`src/rtl/cga_vram_arbiter_if.sv`:
```
// cga_vram_arbiter_if
// Bundles the ISA host port, the CRTC pixel-fetch port and the VRAM macro
// port of the CGA VRAM arbiter. The arbiter connects through the slave
// modport; the master modport is the view of the surrounding logic.
interface cga_vram_arbiter_if #(
    parameter int ADDR_W = 14
);
    // ISA host side
    logic [18:0]       isa_addr;
    logic [7:0]        isa_din;
    logic              isa_read;
    logic              isa_write;
    logic              isa_op_enable;
    logic [7:0]        isa_dout;
    logic              isa_ready;
    logic              isa_starve;
    // CRTC pixel fetch side
    logic              pixel_req;
    logic [18:0]       pixel_addr;
    logic [7:0]        pixel_data;
    logic              pixel_valid;
    // VRAM macro side
    logic [ADDR_W-1:0] mem_addr;
    logic [7:0]        mem_din;
    logic              mem_we;
    logic              mem_re;
    logic [7:0]        mem_dout;

    modport slave (
        input  isa_addr, isa_din, isa_read, isa_write, isa_op_enable,
        output isa_dout, isa_ready, isa_starve,
        input  pixel_req, pixel_addr,
        output pixel_data, pixel_valid,
        output mem_addr, mem_din, mem_we, mem_re,
        input  mem_dout
    );

    modport master (
        output isa_addr, isa_din, isa_read, isa_write, isa_op_enable,
        input  isa_dout, isa_ready, isa_starve,
        output pixel_req, pixel_addr,
        input  pixel_data, pixel_valid,
        input  mem_addr, mem_din, mem_we, mem_re,
        output mem_dout
    );
endinterface

```
`src/rtl/cga_vram_arbiter.sv`:
```
// cga_vram_arbiter
// Time-shares one single-port CGA VRAM between the ISA host (read/write,
// stalled via isa_ready) and the CRTC pixel fetcher (read only, fixed
// 3-cycle latency). By default the pixel fetcher always wins the slot.
// Optional build macro CGA_SNOW_EN: the ISA access wins instead; the
// displaced pixel still completes on time but carries the ISA byte (snow).
module cga_vram_arbiter #(
    parameter int ADDR_W       = 14,
    parameter int MAX_ISA_WAIT = 16
) (
    input  logic             clk,
    input  logic             reset,
    cga_vram_arbiter_if.slave bus
);

    localparam int CNT_W = $clog2(MAX_ISA_WAIT + 1);
    localparam logic [CNT_W-1:0] WAIT_MAX = CNT_W'(MAX_ISA_WAIT);

    typedef enum logic [2:0] {
        ISA_IDLE = 3'd0,   // no access in progress
        ISA_PEND = 3'd1,   // access latched, waiting for a slot
        ISA_RD1  = 3'd2,   // read issued, mem_re on the VRAM port
        ISA_RD2  = 3'd3,   // read data on mem_dout
        ISA_DONE = 3'd4    // access complete, waiting for strobe to drop
    } isa_state_t;

    isa_state_t        state_r;
    isa_state_t        state_s;

    logic              strb_s;
    logic              strb_prev_r;
    logic              start_s;

    logic [ADDR_W-1:0] lat_addr_r;
    logic [7:0]        lat_din_r;
    logic              lat_wr_r;
    logic [ADDR_W-1:0] req_addr_s;
    logic [7:0]        req_din_s;
    logic              req_wr_s;

    logic              isa_want_s;
    logic              isa_slot_s;
    logic              pix_slot_s;

    logic [CNT_W-1:0]  wait_cnt_r;
    logic [CNT_W-1:0]  wait_cnt_s;
    logic              starve_r;
    logic              starve_s;

    logic              pix_p0_r;
    logic              pix_p1_r;
    logic [7:0]        pix_byte_s;

`ifdef CGA_SNOW_EN
    logic              snow_hit_s;
    logic              snow_wr_p0_r;
    logic              snow_wr_p1_r;
    logic [7:0]        snow_din_p0_r;
    logic [7:0]        snow_din_p1_r;
`endif

    // Upper address bits are ignored: the VRAM aliases across the window.
    logic              unused_addr_hi_s;
    assign unused_addr_hi_s = ^{bus.isa_addr[18:ADDR_W], bus.pixel_addr[18:ADDR_W]};

    assign strb_s  = (bus.isa_read | bus.isa_write) & bus.isa_op_enable;
    assign start_s = strb_s & ~strb_prev_r & (state_r == ISA_IDLE);

    // On the start cycle the live bus is used so the access can be granted at once.
    assign req_addr_s = start_s ? bus.isa_addr[ADDR_W-1:0] : lat_addr_r;
    assign req_din_s  = start_s ? bus.isa_din : lat_din_r;
    assign req_wr_s   = start_s ? bus.isa_write : lat_wr_r;

    assign isa_want_s = start_s | (state_r == ISA_PEND);

    // Wait states only while a strobed access is under way and not yet done.
    assign bus.isa_ready  = ~(strb_s & (state_r != ISA_DONE) &
                              ((state_r != ISA_IDLE) | start_s));
    assign bus.isa_starve = starve_r;

    // Slot decision: which requester owns the VRAM port next cycle.
    always_comb begin
`ifdef CGA_SNOW_EN
        isa_slot_s = isa_want_s;
        pix_slot_s = bus.pixel_req & ~isa_want_s;
        snow_hit_s = bus.pixel_req & isa_want_s;
`else
        isa_slot_s = isa_want_s & ~bus.pixel_req;
        pix_slot_s = bus.pixel_req;
`endif
    end

    // Strobe history; resets high so a strobe held through reset is ignored.
    always_ff @(posedge clk) begin
        if (reset) begin
            strb_prev_r <= 1'b1;
        end else begin
            strb_prev_r <= strb_s;
        end
    end

    // ISA access state register.
    always_ff @(posedge clk) begin
        if (reset) begin
            state_r <= ISA_IDLE;
        end else begin
            state_r <= state_s;
        end
    end

    // ISA access next-state logic.
    always_comb begin
        state_s = state_r;
        case (state_r)
            ISA_IDLE: begin
                if (start_s) begin
                    if (isa_slot_s) begin
                        state_s = req_wr_s ? ISA_DONE : ISA_RD1;
                    end else begin
                        state_s = ISA_PEND;
                    end
                end else begin
                    state_s = ISA_IDLE;
                end
            end
            ISA_PEND: begin
                if (isa_slot_s) begin
                    state_s = req_wr_s ? ISA_DONE : ISA_RD1;
                end else begin
                    state_s = ISA_PEND;
                end
            end
            ISA_RD1: begin
                state_s = ISA_RD2;
            end
            ISA_RD2: begin
                state_s = ISA_DONE;
            end
            ISA_DONE: begin
                if (!strb_s) begin
                    state_s = ISA_IDLE;
                end else begin
                    state_s = ISA_DONE;
                end
            end
            default: begin
                state_s = ISA_IDLE;
            end
        endcase
    end

    // Latch address, data and direction when an access starts.
    always_ff @(posedge clk) begin
        if (reset) begin
            lat_addr_r <= '0;
            lat_din_r  <= 8'h00;
            lat_wr_r   <= 1'b0;
        end else if (start_s) begin
            lat_addr_r <= bus.isa_addr[ADDR_W-1:0];
            lat_din_r  <= bus.isa_din;
            lat_wr_r   <= bus.isa_write;
        end else begin
            lat_addr_r <= lat_addr_r;
            lat_din_r  <= lat_din_r;
            lat_wr_r   <= lat_wr_r;
        end
    end

    // Saturating wait counter and sticky starvation flag.
    always_comb begin
        wait_cnt_s = wait_cnt_r;
        starve_s   = starve_r;
        if (isa_slot_s) begin
            wait_cnt_s = '0;
        end else if (state_r == ISA_PEND) begin
            if (wait_cnt_r != WAIT_MAX) begin
                wait_cnt_s = wait_cnt_r + CNT_W'(1);
            end else begin
                wait_cnt_s = wait_cnt_r;
            end
            if (wait_cnt_s == WAIT_MAX) begin
                starve_s = 1'b1;
            end else begin
                starve_s = starve_r;
            end
        end else begin
            wait_cnt_s = wait_cnt_r;
        end
    end

    // Wait counter and starvation flag registers.
    always_ff @(posedge clk) begin
        if (reset) begin
            wait_cnt_r <= '0;
            starve_r   <= 1'b0;
        end else begin
            wait_cnt_r <= wait_cnt_s;
            starve_r   <= starve_s;
        end
    end

    // Registered VRAM port driven from the slot decision.
    always_ff @(posedge clk) begin
        if (reset) begin
            bus.mem_addr <= '0;
            bus.mem_din  <= 8'h00;
            bus.mem_we   <= 1'b0;
            bus.mem_re   <= 1'b0;
        end else if (isa_slot_s) begin
            bus.mem_addr <= req_addr_s;
            bus.mem_din  <= req_din_s;
            bus.mem_we   <= req_wr_s;
            bus.mem_re   <= ~req_wr_s;
        end else if (pix_slot_s) begin
            bus.mem_addr <= bus.pixel_addr[ADDR_W-1:0];
            bus.mem_din  <= bus.mem_din;
            bus.mem_we   <= 1'b0;
            bus.mem_re   <= 1'b1;
        end else begin
            bus.mem_addr <= bus.mem_addr;
            bus.mem_din  <= bus.mem_din;
            bus.mem_we   <= 1'b0;
            bus.mem_re   <= 1'b0;
        end
    end

    // ISA read data capture, two cycles after the read was issued.
    always_ff @(posedge clk) begin
        if (reset) begin
            bus.isa_dout <= 8'h00;
        end else if (state_r == ISA_RD2) begin
            bus.isa_dout <= bus.mem_dout;
        end else begin
            bus.isa_dout <= bus.isa_dout;
        end
    end

`ifdef CGA_SNOW_EN
    // Carry the ISA write byte alongside a displaced pixel fetch.
    always_ff @(posedge clk) begin
        if (reset) begin
            snow_wr_p0_r  <= 1'b0;
            snow_wr_p1_r  <= 1'b0;
            snow_din_p0_r <= 8'h00;
            snow_din_p1_r <= 8'h00;
        end else begin
            snow_wr_p0_r  <= snow_hit_s & req_wr_s;
            snow_wr_p1_r  <= snow_wr_p0_r;
            snow_din_p0_r <= req_din_s;
            snow_din_p1_r <= snow_din_p0_r;
        end
    end

    // A displaced write shows its own byte; a displaced read shows mem_dout.
    always_comb begin
        if (snow_wr_p1_r) begin
            pix_byte_s = snow_din_p1_r;
        end else begin
            pix_byte_s = bus.mem_dout;
        end
    end
`else
    // Pixel byte comes straight from the VRAM read port.
    always_comb begin
        pix_byte_s = bus.mem_dout;
    end
`endif

    // Fixed-latency pixel pipeline: request, mem_re, mem_dout, pixel_valid.
    always_ff @(posedge clk) begin
        if (reset) begin
            pix_p0_r        <= 1'b0;
            pix_p1_r        <= 1'b0;
            bus.pixel_valid <= 1'b0;
            bus.pixel_data  <= 8'h00;
        end else begin
            pix_p0_r        <= bus.pixel_req;
            pix_p1_r        <= pix_p0_r;
            bus.pixel_valid <= pix_p1_r;
            if (pix_p1_r) begin
                bus.pixel_data <= pix_byte_s;
            end else begin
                bus.pixel_data <= bus.pixel_data;
            end
        end
    end

endmodule

```
`src/flat_wrapper.sv`:
```
// flat-port wrapper written by rule: the top's interface ports become plain ports
module cga_vram_arbiter_flat 
#(
    parameter int ADDR_W       = 14,
    parameter int MAX_ISA_WAIT = 16
)
  (clk, reset, bus_isa_addr, bus_isa_din, bus_isa_read, bus_isa_write, bus_isa_op_enable, bus_isa_dout, bus_isa_ready, bus_isa_starve, bus_pixel_req, bus_pixel_addr, bus_pixel_data, bus_pixel_valid, bus_mem_addr, bus_mem_din, bus_mem_we, bus_mem_re, bus_mem_dout);
  cga_vram_arbiter_if #(.ADDR_W(ADDR_W)) bus_i ();
  input  logic clk;
  input  logic reset;
  input wire logic [$bits(bus_i.isa_addr)-1:0] bus_isa_addr;
  input wire logic [$bits(bus_i.isa_din)-1:0] bus_isa_din;
  input wire logic [$bits(bus_i.isa_read)-1:0] bus_isa_read;
  input wire logic [$bits(bus_i.isa_write)-1:0] bus_isa_write;
  input wire logic [$bits(bus_i.isa_op_enable)-1:0] bus_isa_op_enable;
  output wire logic [$bits(bus_i.isa_dout)-1:0] bus_isa_dout;
  output wire logic [$bits(bus_i.isa_ready)-1:0] bus_isa_ready;
  output wire logic [$bits(bus_i.isa_starve)-1:0] bus_isa_starve;
  input wire logic [$bits(bus_i.pixel_req)-1:0] bus_pixel_req;
  input wire logic [$bits(bus_i.pixel_addr)-1:0] bus_pixel_addr;
  output wire logic [$bits(bus_i.pixel_data)-1:0] bus_pixel_data;
  output wire logic [$bits(bus_i.pixel_valid)-1:0] bus_pixel_valid;
  output wire logic [$bits(bus_i.mem_addr)-1:0] bus_mem_addr;
  output wire logic [$bits(bus_i.mem_din)-1:0] bus_mem_din;
  output wire logic [$bits(bus_i.mem_we)-1:0] bus_mem_we;
  output wire logic [$bits(bus_i.mem_re)-1:0] bus_mem_re;
  input wire logic [$bits(bus_i.mem_dout)-1:0] bus_mem_dout;
  assign bus_i.isa_addr = bus_isa_addr;
  assign bus_i.isa_din = bus_isa_din;
  assign bus_i.isa_read = bus_isa_read;
  assign bus_i.isa_write = bus_isa_write;
  assign bus_i.isa_op_enable = bus_isa_op_enable;
  assign bus_isa_dout = bus_i.isa_dout;
  assign bus_isa_ready = bus_i.isa_ready;
  assign bus_isa_starve = bus_i.isa_starve;
  assign bus_i.pixel_req = bus_pixel_req;
  assign bus_i.pixel_addr = bus_pixel_addr;
  assign bus_pixel_data = bus_i.pixel_data;
  assign bus_pixel_valid = bus_i.pixel_valid;
  assign bus_mem_addr = bus_i.mem_addr;
  assign bus_mem_din = bus_i.mem_din;
  assign bus_mem_we = bus_i.mem_we;
  assign bus_mem_re = bus_i.mem_re;
  assign bus_i.mem_dout = bus_mem_dout;
  cga_vram_arbiter #(.ADDR_W(ADDR_W), .MAX_ISA_WAIT(MAX_ISA_WAIT)) u_core (.clk(clk), .reset(reset), .bus(bus_i));
endmodule
```
`config.mk`:
```
export PLATFORM = sky130hd
export DESIGN_NAME = cga_vram_arbiter_flat
export DESIGN_NICKNAME = d
export VERILOG_FILES = /design/src/rtl/cga_vram_arbiter_if.sv /design/src/rtl/cga_vram_arbiter.sv /design/src/flat_wrapper.sv
export SDC_FILE = /design/constraint.sdc
export NUM_CORES = 1
export LEC_CHECK = 0
export CAP_MARGIN = 25
export CORE_MARGIN = 2
export CORE_UTILIZATION = 46
export DETAILED_ROUTE_END_ITERATION = 16
export GPL_TIMING_DRIVEN = 0
export PLACE_DENSITY = 0.8
export SYNTH_ARGS = -nofsm -noshare
export SYNTH_HDL_FRONTEND = slang
export SYNTH_SLANG_ARGS = --single-unit
```
`constraint.sdc`:
```
create_clock -name clk -period 2.4 [get_ports clk]
set_clock_uncertainty 0.1 [all_clocks]
set_input_delay 0.36 -clock clk [delete_from_list [all_inputs] [get_ports clk]]
set_output_delay 0.36 -clock clk [all_outputs]
set_load 0.05 [all_outputs]
```
---- Yosys cells after proc, flatten, opt, wreduce, memory -nomap -nowiden ----
Index checks and enable logic that the tools add are counted.
word-level totals
  flip-flop bits (word level) ............. 76
  bits in latches ......................... 0
  memory bits (writable) .................. 0
  bits in read-only memories .............. 0
  output and inout bits ................... 43
  word-level logic and storage cells ...... 59
  memories kept ........................... 0
cells by class
  $add $sub $neg .......................... 1
  $mul .................................... 0
  div/mod/pow operators ................... 0
  order comparisons ....................... 0
  eq/ne operators ......................... 7
  shifts and indexed selects .............. 0
  mux-type cells .......................... 15
  bitwise gates (word level) .............. 14
  reduce and logical (&&, ||, !) cells .... 6
operators by type and width
  cell                   number
  $mux W14               3
  $mux W5                3
  $pmux W3 S5            1
  $mux W3                4
  $mux W8                1
  $and A1 B1 Y1          6
  $eq A3 B2 Y1 const B   2
  $add A5 B1 Y5 const B  1
  $eq A5 B5 Y1 const B   1
  $ne A5 B5 Y1 const B   1
  $not A1 Y1             5
  $reduce_or A2 Y1       2
  $eq A3 B1 Y1 const B   1
  $eq A3 B3 Y1 const B   1
  $logic_not A3 Y1       1
  $mux W1                3
  $ne A3 B3 Y1 const B   1
  $or A1 B1 Y1           3
  $reduce_and A3 Y1      1
  $reduce_bool A3 Y1     1
  $reduce_bool A2 Y1     1

---- Depth between registers and ports, before layout ----
  depth in word-level cells ............... 9
  depth in mapped cells ................... 6
  mapped depth without buffers ............ 6

---- Least setup slack after synthesis ----
OpenSTA, ideal clock, no wires.
  path type ............................... register to output
  start point ............................. reg u_core.state_r[2]
  end point ............................... out bus_isa_ready
  arrival time ............................ 1.818 ns
  path slack .............................. 0.122 ns
  stages on the path, launching flop included .. 4
  path through ............................ dfxtp_1 -> clkbuf_1 -> nor2_1 -> o31ai_1
between the ends
  longest elaborated chain between the ends .. 5
  elaborated cells on any way between the ends .. 8
  classes of those cells .................. eq/ne: 1; bitwise: 5; reduce/logical: 2
RTL lines
  element                 line                     source
  from (decl)             cga_vram_arbiter.sv:27   isa_state_t state_r;
  from (signal assigned)  cga_vram_arbiter.sv:107  state_r <= state_s;
  $logic_not A3 Y1        cga_vram_arbiter.sv:67   assign start_s = strb_s & ~strb_prev_r & (state_r == ISA_IDLE);
  $and A1 B1 Y1           cga_vram_arbiter.sv:67
  $or A1 B1 Y1            cga_vram_arbiter.sv:78   ((state_r != ISA_IDLE) | start_s));
  $and A1 B1 Y1 *         cga_vram_arbiter.sv:77   assign bus.isa_ready = ~(strb_s & (state_r != ISA_DONE) &
  $not A1 Y1 *            cga_vram_arbiter.sv:77
  to (decl)               flat_wrapper.sv:17       output wire logic [$bits(bus_i.isa_ready)-1:0] bus_isa_ready;
Every way passes the cells marked *; elsewhere a longest branch is shown, timed or not.

---- Worst setup path after layout ----
  start point ............................. reg u_core.state_r[2]
  end point ............................... reg u_core.bus.mem_din[5]
between the ends
  longest elaborated chain between the ends .. 4
  elaborated cells on any way between the ends .. 6
  classes of those cells .................. eq/ne: 1; mux: 1; bitwise: 3; reduce/logical: 1
RTL lines
  element               line                       source
  $logic_not A3 Y1      cga_vram_arbiter.sv:67
  $and A1 B1 Y1         cga_vram_arbiter.sv:67
  $or A1 B1 Y1          cga_vram_arbiter.sv:74     assign isa_want_s = start_s | (state_r == ISA_PEND);
  $and A1 B1 Y1         cga_vram_arbiter.sv:88     isa_slot_s = isa_want_s & ~bus.pixel_req;
  to (signal assigned)  cga_vram_arbiter.sv:211    bus.mem_din <= req_din_s;
  to (signal assigned)  cga_vram_arbiter.sv:216    bus.mem_din <= bus.mem_din;
  to (signal assigned)  cga_vram_arbiter.sv:221    bus.mem_din <= bus.mem_din;
  to (decl)             cga_vram_arbiter_if.sv:34  output mem_addr, mem_din, mem_we, mem_re,
Parallel ways exist; a longest one is shown, timed or not.
A chain may end at the register's enable or synchronous reset.

==> results.json <==
{
  "core-area_mm2": 0.00646,
  "clkLatencyLatePin_ns": 0.34,
  "final_cell_mix": "sky130_fd_sc_hd__clkdlybuf4s50_1, sky130_fd_sc_hd__dfxtp_1, sky130_fd_sc_hd__nand2_1, sky130_fd_sc_hd__a21oi_1, sky130_fd_sc_hd__inv_1",
  "synth-compound-area-share_pct": 24.0,
  "yosysSeqAreaShare_pct": 48.9,
  "timing_hold_violations_final": 0,
  "footprint_of_the_multi_input_gates_mm2": 0.00140,
  "synthesis.instances": 357,
  "synthesis.area_per_instance_um2": 8.72,
  "p_int_w": 0.00204,
  "synth_simple_gate_area_share_pct": 16.3,
  "ctsHoldBuffers": 0,
  "fillerInstances": 542,
  "layout.cells.most_common": "sky130_fd_sc_hd__clkdlybuf4s50_1",
  "worst_pin_slew_ns": 0.763,
  "swShare_pct": 28.7,
  "wirelength_mm": 8.39,
  "end_kind": "flip-flop",
  "startpoint_type_of_the_worst_setup_path": "flip-flop",
  "remaining_drc_errors": 0,
  "die_y_um": 86.3,
  "num_antenna_cells": 0,
  "syn_nets": 419,
  "synth-async-reset-ratio_pct": 0,
  "finalCritPeriodShare_pct": 93.7,
  "dp.final_hpwl_mm": 6.10,
  "num_vias": 2945,
  "gr-usage-all-layers_pct": 22.9,
  "tritoncts": "yes",
  "postCtsSetupBuffers": 0,
  "floorplan.die.width_um": 86.3,
  "area.sequential_mm2": 0.00152,
  "setup_viol_count_final": 0,
  "floorplan.die_area_mm2": 0.00744,
  "unrepaired_setup_endpoints_after_global_routing": "no",
  "synth_top_flop_cell": "sky130_fd_sc_hd__dfxtp_1",
  "first_global_vias": 2808,
  "ys_warns": 0,
  "antenna_violating_nets_post_route": 0,
  "post_synth_fa_ha_maj_area_fraction_pct": 0.804,
  "hold_slack_ns": 0.351,
  "xor_xnor_fraction_of_synth_area_pct": 1.13,
  "syn_area_mm2": 0.00311,
  "net-switching-power_w": 0.000821,
  "io_pins": 103,
  "htreeDepth": 3,
  "grt_first_pass_wirelength_mm": 13.4,
  "syn_to_final_growth_pct": 38.3,
  "floorplan.initialDensity_pct": 48.2,
  "clock_power_share_pct": 33.7,
  "run_status": "finished clean",
  "ys_seq_elements": 76,
  "power_frac_comb_pct": 19.0,
  "synth_edf_count": 0,
  "cts.clk_slew.worst_paths_ns": 0.07,
  "timing.final.crit_period_ns": 2.25,
  "synth_cell_types": 41,
  "cts.sinks": 76,
  "numCtsBuffers": 9,
  "leakage_power_of_the_design_nw": 1.50,
  "cellPowerDensity_mw_per_mm2": 664,
  "worst_vdd_drop_uv": 388,
  "timing.fmax_ghz": 0.445,
  "number_of_antenna_violations_at_the_first_check_in_global_routing": 0,
  "critical_path_class": "flip-flop to flip-flop",
  "detail_route.iter0.violations": 224,
  "via_per_inst": 5.45,
  "critPathArrivalTime_ns": 2.35,
  "port_buffers": 91,
  "clock_path_buffers": 2,
  "gpl.final_weighted_congestion": 0.865,
  "grt_remaining_overflow": 0,
  "first_pass_detailed_route_iteration_total": 4,
  "power.sequential.fraction_pct": 47.2,
  "max-slew-margin-rel_pct": 48.8,
  "maxCapViolCount": 0,
  "grt_max_degree": 13,
  "biggest_fanout_along_the_worst_timing_path": 10,
  "final_net_count": 521,
  "drt-wirelength-per-cell_um": 15.5,
  "timing_max_transition_violations_final": 0,
  "critical_path_required_ns": 2.50,
  "overall_power_consumption_w": 0.00286,
  "finish.utilization_pct": 66.7,
  "synth_mux_area_share_pct": 2.89,
  "synth_top_family_by_area": "compound AO/OA/AOI/OAI gates",
  "cts_root_buffer": "sky130_fd_sc_hd__clkbuf_8",
  "rows": 29,
  "hold_path_class": "flip-flop to flip-flop",
  "drive_gt1_share_pct": 7.99,
  "fin_setup_tns_ns": 0
}
==> state kept, by name, summed over array words and instances, names as in the netlist, 3 cells and up <==
name and cells:
u_core.bus.isa_dout 8, u_core.bus.mem_addr 14, u_core.bus.mem_din 8, u_core.bus.pixel_data 8, u_core.lat_addr_r 14, u_core.lat_din_r 8, u_core.state_r 3, u_core.wait_cnt_r 5
==> through the flow <==
step	worst slack (ns)	instances	cell area, um2
after floorplan	0.122	357	3110
after global placement	-0.132	525	4120
after detailed placement	-0.138	525	4120
after CTS	0.0431	540	4310
after global routing	0.0305	540	4310
final	0.151	540	4310
==> final cells by class <==
| type | instances | area share, % |
|---|---|---|
| clock buffers | 11 | 3.28 |
| inverters | 19 | 1.66 |
| clock inverters | 4 | 1.16 |
| flip-flops and latches | 76 | 35.3 |
| multi-input cells | 237 | 32.6 |
| repair buffers | 91 | 21.0 |
| well taps | 77 | 2.24 |
| plain buffers | 25 | 2.70 |
==> path summary, 6_finish.rpt <==
| check | to | slack (ns) | cells after the start | from |
|---|---|---|---|---|
| hold / removal | u_core.pix_p1_r | 0.35 | 1 | u_core.pix_p0_r |
| setup reg to reg | u_core.bus.mem_din[5] | 0.15 | 6 | u_core.state_r[2] |
| setup / recovery | u_core.bus.mem_din[5] | 0.15 | 6 | u_core.state_r[2] |
| hold reg to reg | u_core.pix_p1_r | 0.35 | 1 | u_core.pix_p0_r |
==> power by group through the flow <==
stage               Sequential, W  Clock [W]  Combinational, W
floorplan                 0.00150          0          0.000201
global placement          0.00138          0          0.000534
detailed placement        0.00138          0          0.000541
CTS                       0.00135   0.000965          0.000543
global route              0.00136    0.00104          0.000577
finish                    0.00135   0.000964          0.000544
==> Yosys cell counts, types with 2 or more instances <==
cell                       count  area (um2)
sky130_fd_sc_hd__a32oi_1       2        17.5
sky130_fd_sc_hd__nor2_1       17        63.8
sky130_fd_sc_hd__xnor2_1       4        35.0
sky130_fd_sc_hd__nand3_1       5        25.0
sky130_fd_sc_hd__o21ai_0      16        80.1
sky130_fd_sc_hd__inv_1        19        71.3
sky130_fd_sc_hd__a311oi_2      8         120
sky130_fd_sc_hd__a21oi_1      44         220
sky130_fd_sc_hd__buf_4         3        22.5
sky130_fd_sc_hd__mux2i_1       9        90.1
sky130_fd_sc_hd__nand2_1      66         248
sky130_fd_sc_hd__nor3_1        7        35.0
sky130_fd_sc_hd__dfxtp_1      76        1520
sky130_fd_sc_hd__nor2b_1       3        18.8
sky130_fd_sc_hd__o22ai_1      16         100
sky130_fd_sc_hd__and3b_1       2        17.5
sky130_fd_sc_hd__a221oi_1     14         123
sky130_fd_sc_hd__ha_1          2        25.0
sky130_fd_sc_hd__o21ai_1       4        20.0
sky130_fd_sc_hd__buf_2         3        15.0
sky130_fd_sc_hd__clkbuf_1     17        63.8
==> layer usage <==
metal | global-route usage [%] | routed length (um)
met3 | 6.19 | 605
met2 | 36.2 | 4100
met1 | 30.2 | 3540
met5 | 0 | 0
met4 | 8.66 | 147
==> critical path, cell delays in order, from the launching register on <==
cell and delay, ns:
sky130_fd_sc_hd__dfxtp_1 0.30, sky130_fd_sc_hd__clkbuf_1 0.21, sky130_fd_sc_hd__nor3b_2 0.62, sky130_fd_sc_hd__a21oi_1 0.16, sky130_fd_sc_hd__nor2_2 0.32, sky130_fd_sc_hd__buf_4 0.27
sky130_fd_sc_hd__a311oi_2 0.11
==> what timing repair did <==
item                       CTS  global route
pin swaps                    0             0
setup endpoints to repair    1             1
resized for setup            1             3
==> logic make-up (layout without fill, tap and decap cells) <==
logic type,count (synthesis),count (layout)
buffers and inverters,44,150
AOI/OAI and AO/OA,112,112
xor gates and xnor gates,4,4
adders and majority gates,2,2
and+or+nand+nor,110,110
muxes,9,9
DFF,76,76
Note: power is estimated with default switching activity, not from simulation.
